**src/rtl/ysyx_22041211_lsu_pkg.sv**
```systemverilog
// Shared encodings for the load/store unit: access-kind codes, FSM state
// type, and helpers that classify a request before it is issued.
//   is_load        : load code names a real load
//   is_mem_access  : request needs a memory transaction or a misalign report
//   is_misaligned  : request cannot be issued as a single aligned access
package ysyx_22041211_lsu_pkg;

  localparam logic [1:0] StoreInvalid = 2'b00;
  localparam logic [1:0] StoreSb      = 2'b01;
  localparam logic [1:0] StoreSh      = 2'b10;
  localparam logic [1:0] StoreSw      = 2'b11;

  localparam logic [2:0] LoadInvalid  = 3'b000;
  localparam logic [2:0] LoadLb       = 3'b001;
  localparam logic [2:0] LoadLh       = 3'b010;
  localparam logic [2:0] LoadLw       = 3'b011;
  localparam logic [2:0] LoadLbu      = 3'b100;
  localparam logic [2:0] LoadLhu      = 3'b101;

  typedef enum logic [1:0] {
    StIdle = 2'b00,
    StReq  = 2'b01,
    StWait = 2'b10,
    StDone = 2'b11
  } lsu_state_e;

  function automatic logic is_load(input logic [2:0] load_type);
    return (load_type == LoadLb) || (load_type == LoadLh) || (load_type == LoadLw) ||
           (load_type == LoadLbu) || (load_type == LoadLhu);
  endfunction

  function automatic logic is_mem_access(input logic [2:0] load_type,
                                         input logic [1:0] store_type);
    return is_load(load_type) || (store_type != StoreInvalid);
  endfunction

  // A request carrying both a load and a store kind is malformed; it is
  // reported through the misalign path so it never reaches memory.
  function automatic logic is_misaligned(input logic [2:0] load_type,
                                         input logic [1:0] store_type,
                                         input logic [1:0] addr_lo);
    logic half;
    logic word;
    half = (store_type == StoreSh) || (load_type == LoadLh) || (load_type == LoadLhu);
    word = (store_type == StoreSw) || (load_type == LoadLw);
    return (is_load(load_type) && (store_type != StoreInvalid)) ||
           (half && addr_lo[0]) || (word && (addr_lo != 2'b00));
  endfunction

endpackage

```
**src/rtl/ysyx_22041211_lsu_align.sv**
```systemverilog
// Combinational lane steering for the LSU.
//   addr_lo    : low two address bits selecting the byte lane
//   load_type  : load kind; selects extract width and sign/zero extension
//   store_type : store kind; selects write mask and data lane
//   wdata      : store data as read from rs2
//   rdata      : raw 32-bit word returned by memory
//   wmask      : byte write enables (zero for loads)
//   wdata_lane : store data shifted into its byte lanes
//   load_data  : extracted and extended load result (zero for non-loads)
module ysyx_22041211_lsu_align
  import ysyx_22041211_lsu_pkg::*;
(
  input  logic [1:0]  addr_lo,
  input  logic [2:0]  load_type,
  input  logic [1:0]  store_type,
  input  logic [31:0] wdata,
  input  logic [31:0] rdata,
  output logic [3:0]  wmask,
  output logic [31:0] wdata_lane,
  output logic [31:0] load_data
);

  logic [31:0] rshift;

  always_comb begin
    wmask      = 4'b0000;
    wdata_lane = 32'd0;
    load_data  = 32'd0;
    // Bring the addressed byte/half down to bit 0 before extraction.
    rshift     = rdata >> {addr_lo, 3'b000};

    unique case (store_type)
      StoreSb: begin
        wmask      = 4'b0001 << addr_lo;
        wdata_lane = {24'd0, wdata[7:0]} << {addr_lo, 3'b000};
      end
      StoreSh: begin
        wmask      = 4'b0011 << addr_lo;
        wdata_lane = {16'd0, wdata[15:0]} << {addr_lo[1], 4'b0000};
      end
      StoreSw: begin
        wmask      = 4'b1111;
        wdata_lane = wdata;
      end
      default: ;
    endcase

    unique case (load_type)
      LoadLb:  load_data = {{24{rshift[7]}}, rshift[7:0]};
      LoadLbu: load_data = {24'd0, rshift[7:0]};
      LoadLh:  load_data = {{16{rshift[15]}}, rshift[15:0]};
      LoadLhu: load_data = {16'd0, rshift[15:0]};
      LoadLw:  load_data = rshift;
      default: ;
    endcase
  end

endmodule

```
**src/rtl/ysyx_22041211_lsu.sv**
```systemverilog
// Load/store unit: accepts one access from execute, issues at most one
// aligned memory transaction, and reports completion with a one-cycle pulse.
//   req_valid_i/req_ready_o        : execute handshake (ready only when idle)
//   load_type_i/store_type_i       : decoded access kind
//   addr_i/wdata_i/rd_i/wd_i       : address, store data, writeback target
//   mem_req_valid_o/mem_req_ready_i: memory request handshake
//   mem_addr_o/mem_wen_o/mem_wdata_o/mem_wmask_o : memory request payload
//   mem_rsp_valid_i/mem_rdata_i    : memory response / write ack
//   done_valid_o/load_data_o/rd_o/wd_o/misalign_o: completion report
module ysyx_22041211_lsu
  import ysyx_22041211_lsu_pkg::*;
(
  input  logic        clk,
  input  logic        rst_n,
  input  logic        req_valid_i,
  output logic        req_ready_o,
  input  logic [2:0]  load_type_i,
  input  logic [1:0]  store_type_i,
  input  logic [31:0] addr_i,
  input  logic [31:0] wdata_i,
  input  logic [4:0]  rd_i,
  input  logic        wd_i,
  output logic        mem_req_valid_o,
  input  logic        mem_req_ready_i,
  output logic [31:0] mem_addr_o,
  output logic        mem_wen_o,
  output logic [31:0] mem_wdata_o,
  output logic [3:0]  mem_wmask_o,
  input  logic        mem_rsp_valid_i,
  input  logic [31:0] mem_rdata_i,
  output logic        done_valid_o,
  output logic [31:0] load_data_o,
  output logic [4:0]  rd_o,
  output logic        wd_o,
  output logic        misalign_o
);

  lsu_state_e  state_q, state_d;
  logic [31:0] addr_q;
  logic [2:0]  load_type_q;
  logic [1:0]  store_type_q;
  logic [31:0] wdata_q;
  logic [4:0]  rd_q;
  logic        wd_q;
  logic        misalign_q;
  logic [31:0] rdata_q;

  logic        accept;
  logic        capture;
  logic        req_misalign;
  logic [3:0]  lane_wmask;
  logic [31:0] lane_wdata;
  logic [31:0] lane_load;

  assign accept       = (state_q == StIdle) && req_valid_i;
  assign capture      = (state_q == StWait) && mem_rsp_valid_i;
  assign req_misalign = is_misaligned(load_type_i, store_type_i, addr_i[1:0]);

  // Steering works only from latched request state, so nothing on the
  // request side can reach the memory outputs combinationally.
  ysyx_22041211_lsu_align u_align (
    .addr_lo    (addr_q[1:0]),
    .load_type  (load_type_q),
    .store_type (store_type_q),
    .wdata      (wdata_q),
    .rdata      (rdata_q),
    .wmask      (lane_wmask),
    .wdata_lane (lane_wdata),
    .load_data  (lane_load)
  );

  always_ff @(posedge clk) begin
    if (!rst_n) begin
      state_q      <= StIdle;
      addr_q       <= 32'd0;
      load_type_q  <= LoadInvalid;
      store_type_q <= StoreInvalid;
      wdata_q      <= 32'd0;
      rd_q         <= 5'd0;
      wd_q         <= 1'b0;
      misalign_q   <= 1'b0;
      rdata_q      <= 32'd0;
    end else begin
      state_q <= state_d;
      if (accept) begin
        addr_q       <= addr_i;
        load_type_q  <= load_type_i;
        store_type_q <= store_type_i;
        wdata_q      <= wdata_i;
        rd_q         <= rd_i;
        wd_q         <= wd_i;
        misalign_q   <= req_misalign;
      end
      if (capture) begin
        rdata_q <= mem_rdata_i;
      end
    end
  end

  always_comb begin
    state_d = state_q;
    unique case (state_q)
      StIdle: begin
        if (req_valid_i) begin
          state_d = (is_mem_access(load_type_i, store_type_i) && !req_misalign) ? StReq
                                                                                  : StDone;
        end
      end
      StReq:   if (mem_req_ready_i) state_d = StWait;
      StWait:  if (mem_rsp_valid_i) state_d = StDone;
      StDone:  state_d = StIdle;
      default: state_d = StIdle;
    endcase
  end

  // Outputs are forced to zero outside the state in which they are meaningful.
  always_comb begin
    req_ready_o     = (state_q == StIdle);
    mem_req_valid_o = 1'b0;
    mem_addr_o      = 32'd0;
    mem_wen_o       = 1'b0;
    mem_wdata_o     = 32'd0;
    mem_wmask_o     = 4'b0000;
    done_valid_o    = 1'b0;
    load_data_o     = 32'd0;
    rd_o            = 5'd0;
    wd_o            = 1'b0;
    misalign_o      = 1'b0;

    if (state_q == StReq) begin
      mem_req_valid_o = 1'b1;
      mem_addr_o      = {addr_q[31:2], 2'b00};
      mem_wen_o       = (store_type_q != StoreInvalid);
      mem_wdata_o     = lane_wdata;
      mem_wmask_o     = lane_wmask;
    end

    if (state_q == StDone) begin
      done_valid_o = 1'b1;
      rd_o         = rd_q;
      misalign_o   = misalign_q;
      wd_o         = wd_q && !misalign_q;
      load_data_o  = misalign_q ? 32'd0 : lane_load;
    end
  end

endmodule

```
**config.mk**
```make
export PLATFORM = sky130hd
export DESIGN_NAME = ysyx_22041211_lsu
export DESIGN_NICKNAME = d
export VERILOG_FILES = /design/src/rtl/ysyx_22041211_lsu_pkg.sv /design/src/rtl/ysyx_22041211_lsu_align.sv /design/src/rtl/ysyx_22041211_lsu.sv
export SDC_FILE = /design/constraint.sdc
export NUM_CORES = 1
export LEC_CHECK = 0
export BUFFER_PORTS_ARGS = -buffer_cell sky130_fd_sc_hd__buf_2
export CAP_MARGIN = 10
export CORE_ASPECT_RATIO = 1.5
export CORE_UTILIZATION = 51
export CTS_CLUSTER_DIAMETER = 60
export DETAILED_ROUTE_END_ITERATION = 10
export PLACE_DENSITY = 0.89
export SYNTH_ARGS = -nofsm -noshare
export SYNTH_HDL_FRONTEND = slang
export SYNTH_HIERARCHICAL = 1
export SYNTH_SLANG_ARGS = --single-unit
```
**constraint.sdc**
```tcl
create_clock -name clk -period 2.05 [get_ports clk]
set_clock_uncertainty 0.1 [all_clocks]
set_input_delay 0.1025 -clock clk [delete_from_list [all_inputs] [get_ports clk]]
set_output_delay 0.1025 -clock clk [all_outputs]
set_load 0.05 [all_outputs]
```
# Word level (Yosys, flattened, before mapping)
# Index checks and enable logic that the tools add are counted.
# word_totals
reg_bits	110
in_bits	112
output_inout_bits	111
# classes
n_shift	5
n_mux	19
n_eq_ne	21
reduce_logical	24
# op_table
operator	count
$pmux 32 s5	1
$mux 32	4
$pmux 32 s3	1
$shl 16x5->32	1
$shl 8x5->32	1
$shr 32x5->32	1
$eq 2x2->1 const B	6
$eq 3x2->1 const B	4
$eq 3x3->1 const B	4
$pmux 4 s3	1
$logic_or 1x1->1	10
$mux 2	4
$pmux 2 s4	1
$logic_and 1x1->1	7
$eq 3x1->1 const B	2
$ne 2x2->1 const B	3
$reduce_bool 2->1	3
$mux 1	5
$mux 5	1
$eq 2x1->1 const B	2
$mux 4	1
$shl 1x2->4 const A	1
$shl 2x2->4 const A	1
$reduce_and 3->1	1
other kinds (2)	3

# Logic depth before layout (Yosys ltp)
# depth
word_depth	13
mapped_depth	8

# By module
# The synthesis kept the hierarchy.
# by_module_without_submodules
module	instances	seq_area_each_um2	cells_per_inst	area_each_um2
ysyx_22041211_lsu	1	2202.1	622	4689.5
ysyx_22041211_lsu_align	1	0.0	237	1562.7

# Worst setup path after synthesis
# OpenSTA, ideal clock, no wires.
# synth_path
path_kind	register -> output
startpoint	register state_q[1]
endpoint	output port mem_wdata_o[22]
arrival_ns	1.845
path_stages_with_launch	6
n_path_buf	2
t_required_ns	1.847
setup_slack_ns	0.002
path_cell_list	dfxtp_1 -> inv_1 -> ha_1 -> clkbuf_1 -> clkbuf_1 -> and2_1
# synth_via
elab_chain_cells	2
# synth_rtl
item	line	rtl
start: declaration	ysyx_22041211_lsu.sv:38	lsu_state_e state_q, state_d;
start signal: assignment	ysyx_22041211_lsu.sv:74	state_q <= StIdle;
start signal: assignment	ysyx_22041211_lsu.sv:84	state_q <= state_d;
$eq 2x1->1	ysyx_22041211_lsu.sv:130	if (state_q == StReq) begin
$mux 32	ysyx_22041211_lsu.sv:130	
end: declaration	ysyx_22041211_lsu.sv:27	output logic [31:0] mem_wdata_o,
# Every way passes these cells.

# Worst setup path in the final report
# layout_path
startpoint	register rdata_q[31]
endpoint	output port load_data_o[18]
# layout_via
elab_chain_cells	4
# layout_rtl
item	line	rtl
start: declaration	ysyx_22041211_lsu.sv:46	logic [31:0] rdata_q;
start signal: assignment	ysyx_22041211_lsu.sv:95	rdata_q <= mem_rdata_i;
$shr 32x5->32	ysyx_22041211_lsu_align.sv:30	rshift = rdata >> {addr_lo, 3'b000};
$pmux 32 s5	ysyx_22041211_lsu_align.sv:48	unique case (load_type)
named net lane_load[18]	ysyx_22041211_lsu.sv:53	logic [31:0] lane_load;
$mux 32	ysyx_22041211_lsu.sv:143	load_data_o = misalign_q ? 32'd0 : lane_load;
$mux 32	ysyx_22041211_lsu.sv:138	if (state_q == StDone) begin
end: declaration	ysyx_22041211_lsu.sv:32	output logic [31:0] load_data_o,
# The timed path passes the listed nets, and every way through them passes these cells.

==> results_dict.tcl <==
set metrics [dict create \
    outcome "complete, but fails checks" \
    violations "setup timing" \
    power_frac_comb_pct 41.5 \
    crit_required_ns 1.85 \
    drtAntennaViolNets 0 \
    cellLeakagePower_nw 4.060 \
    die_area_um2 12720 \
    die_width_um 92.41 \
    critical_path_class "reg2out" \
    cp_slowest_stage_delay_ns 0.68 \
    row_count 49 \
    pwr-share-clk_pct 22.8 \
    setup_viol 64 \
    first_iter_violations 820 \
    drc 0 \
    synth_edf_count 0 \
    netlist_area_um2 6252 \
    grt_max_degree 61 \
    die_h_um 137.6 \
    clkTransAtPathRegs_ns 0.08 \
    yosys.cell_types.count 44 \
    cp-end-kind "primary output" \
    powerDensity_nw_per_um2 814.5 \
    vias 8172 \
    grt_pass1_wl_um 36250 \
    fin_cells 1332 \
    worst_ep_arrival_time_ns 2.10 \
    switchingPower_mw 3.387 \
    netlist.area_leader.share_pct 35.22 \
    synth_common_cells "nand2_1 (241), a21oi_1 (127), dfxtp_1 (110), and2_1 (107), clkbuf_1 (36)" \
    syn_inst 859 \
    htreeDepth 3 \
    routabilityCongestion 0.9151 \
    clk_latency_ns 0.35 \
    port_buffers 220 \
    placed_cell_area_um2 7398 \
    area_delta_synth_final_pct 57.49 \
    grt_pass1_vias 7427 \
    critPathLaunchType "flip-flop" \
    yosys.area.top_type "dfxtp_1" \
    numClockSinks 110 \
    critPathSlowestCell "mux4_2" \
    cp_cell_sequence "mux4_2 -> nand2_4 -> o211ai_1 -> and2_1 -> buf_6" \
    dp.cells 1186 \
    finish.instance_area_um2 9847 \
    ys_ff_latch 110 \
    power.total_mw 8.021 \
    cts_tree "done" \
    period_share_pct 112.1 \
    fin_tns_setup_ns -6.272 \
    setup_slack_ns -0.2476 \
    ys_async_sr_fraction_pct 0 \
    synth.most_common_cell "nand2_1" \
    clock.fmax_mhz 435.2 \
    clk_path_buf_depth 2 \
    yosysSeqAreaShare_pct 35.22 \
    cts_buffers 9 \
    vias_per_cell 6.135 \
    root_buffer "clkbuf_16" \
    hold_viol_final 0 \
    drive_above_1_share_pct 32.85 \
    fin_crit_ns 2.298 \
    coreArea_um2 11960 \
    switching_share_pct 42.22 \
    hold_start "mem_req_ready_i" \
    crit_fanout 6 \
    routed_wl_um 27490 \
    synth_area_per_cell_um2 7.279 \
    track_usage_pct 36.20 \
    rr_startpoint "state_q[0]" \
    drt_first_pass_iters 7 \
    synth-main-ff-cell "dfxtp_1" \
    pwr-share-seq_pct 35.7 \
    dp_hpwl_um 13050 \
    start_util_pct 52.30 \
    rsz0062_at_grt "yes" \
    utilization_pct 82.37 \
    ys_top_cells_by_area "dfxtp_1 (35%), nand2_1 (14%), and2_1 (11%)" \
    antenna_found_initial 3 \
    io_pins 223 \
    startpoint "rdata_q[31]" \
    ir_worst_vdd_mv 0.5917 \
    drv_slew 0 \
    wl_per_cell_um 20.63 \
    nets 1291 \
    hold_path_class "in2reg" \
    ys_warn_count 6 \
    overflow 0 \
    max_cap_viol_count 0 \
    internal-power_mw 4.634 \
]
## final cells by class
class                      count  area, µm²
sequential                   110       2218
inverter                      18      78.83
tap                          153      191.4
multi-input combinational    660       3918
clock buffer                   9      225.2
antenna                        4      10.01
fill                         622       2108
clock inverter                 7      80.08
timing repair buffer         371       3126
## flip-flops by register name, indices dropped and copies added (netlist names)
name          count
misalign_q        1
load_type_q       3
rd_q              5
state_q           2
wdata_q          32
rdata_q          32
addr_q           32
wd_q              1
store_type_q      2
## metal layers
layer | share of wire, % | track usage (%)
met4 | 9.4 | 26.56
met5 | 0 | 0
met3 | 9.1 | 6.733
met2 | 50 | 65.27
met1 | 32 | 37.06
## layout by cell type (no fill, tap or decap), types with 12 or more instances in the layout
cell,count
a21oi_1,120
and2_1,90
and2_4,16
buf_2,151
buf_4,21
buf_6,64
buf_8,14
dfxtp_1,103
dlygate4sd3_1,108
inv_1,12
mux2_2,16
nand2_1,235
nor2_1,19
o211ai_1,24
## repair_timing
| action | 4_1_cts | 5_1_grt |
|---|---|---|
| cloned | 2 | 5 |
| resized for setup | 154 | 123 |
| hold endpoints to repair | 109 | 0 |
| hold buffers | 108 | 0 |
| buffers inserted | 5 | 9 |
| setup endpoints to repair | 68 | 92 |
| pin swaps | 15 | 51 |
## worst max-delay path, delay by kind of cell (launching register included)
family	cells	cell delay [ns]
mux	1	0.68
flops	1	0.38
simple gates	2	0.38
buf+inv	1	0.16
compound gates	1	0.15
## cells by family after synthesis
kind of cell,Yosys count,synth area share (%)
AND/OR/NAND/NOR,400,29.50
AO/OA/AOI/OAI,220,20.89
flip-flops,110,35.22
buffers and inverters,93,7.845
multiplexers,25,4.543
adder cells (fa/ha/maj),9,1.801
other,1,0.05998
XOR/XNOR,1,0.1401
## worst paths after layout
check / end / slack (ns) / cells after the start
setup reg to reg: addr_q[24] / 0.13 / 6
setup / recovery: load_data_o[18] / -0.25 / 5
hold / removal: state_q[0] / 0.12 / 4
hold reg to reg: rd_q[1] / 0.35 / 2
## through the flow
| step | hold WS [ns] | setup WS, ns |
|---|---|---|
| 3_5_place_dp | 0.2484 | 0.1008 |
| 6_report | 0.1196 | -0.2476 |
| 2_1_floorplan | 0.1385 | 0.002113 |
| 4_1_cts | 0.03974 | -0.06504 |
| 5_1_grt | 0.1098 | -0.2871 |
| 3_3_place_gp | 0.2427 | 0.1268 |
## power groups by stage
stage          sequential (mW)  clock (mW)  combinational [mW]
3_5_place_dp              2.81           0                2.56
4_1_cts                   2.78        1.82                2.86
2_1_floorplan             2.71           0                2.01
3_3_place_gp              2.79           0                2.52
6_report                  2.87        1.83                3.33
5_1_grt                   2.89        1.92                3.51
Power figures use the tool's default switching activity.
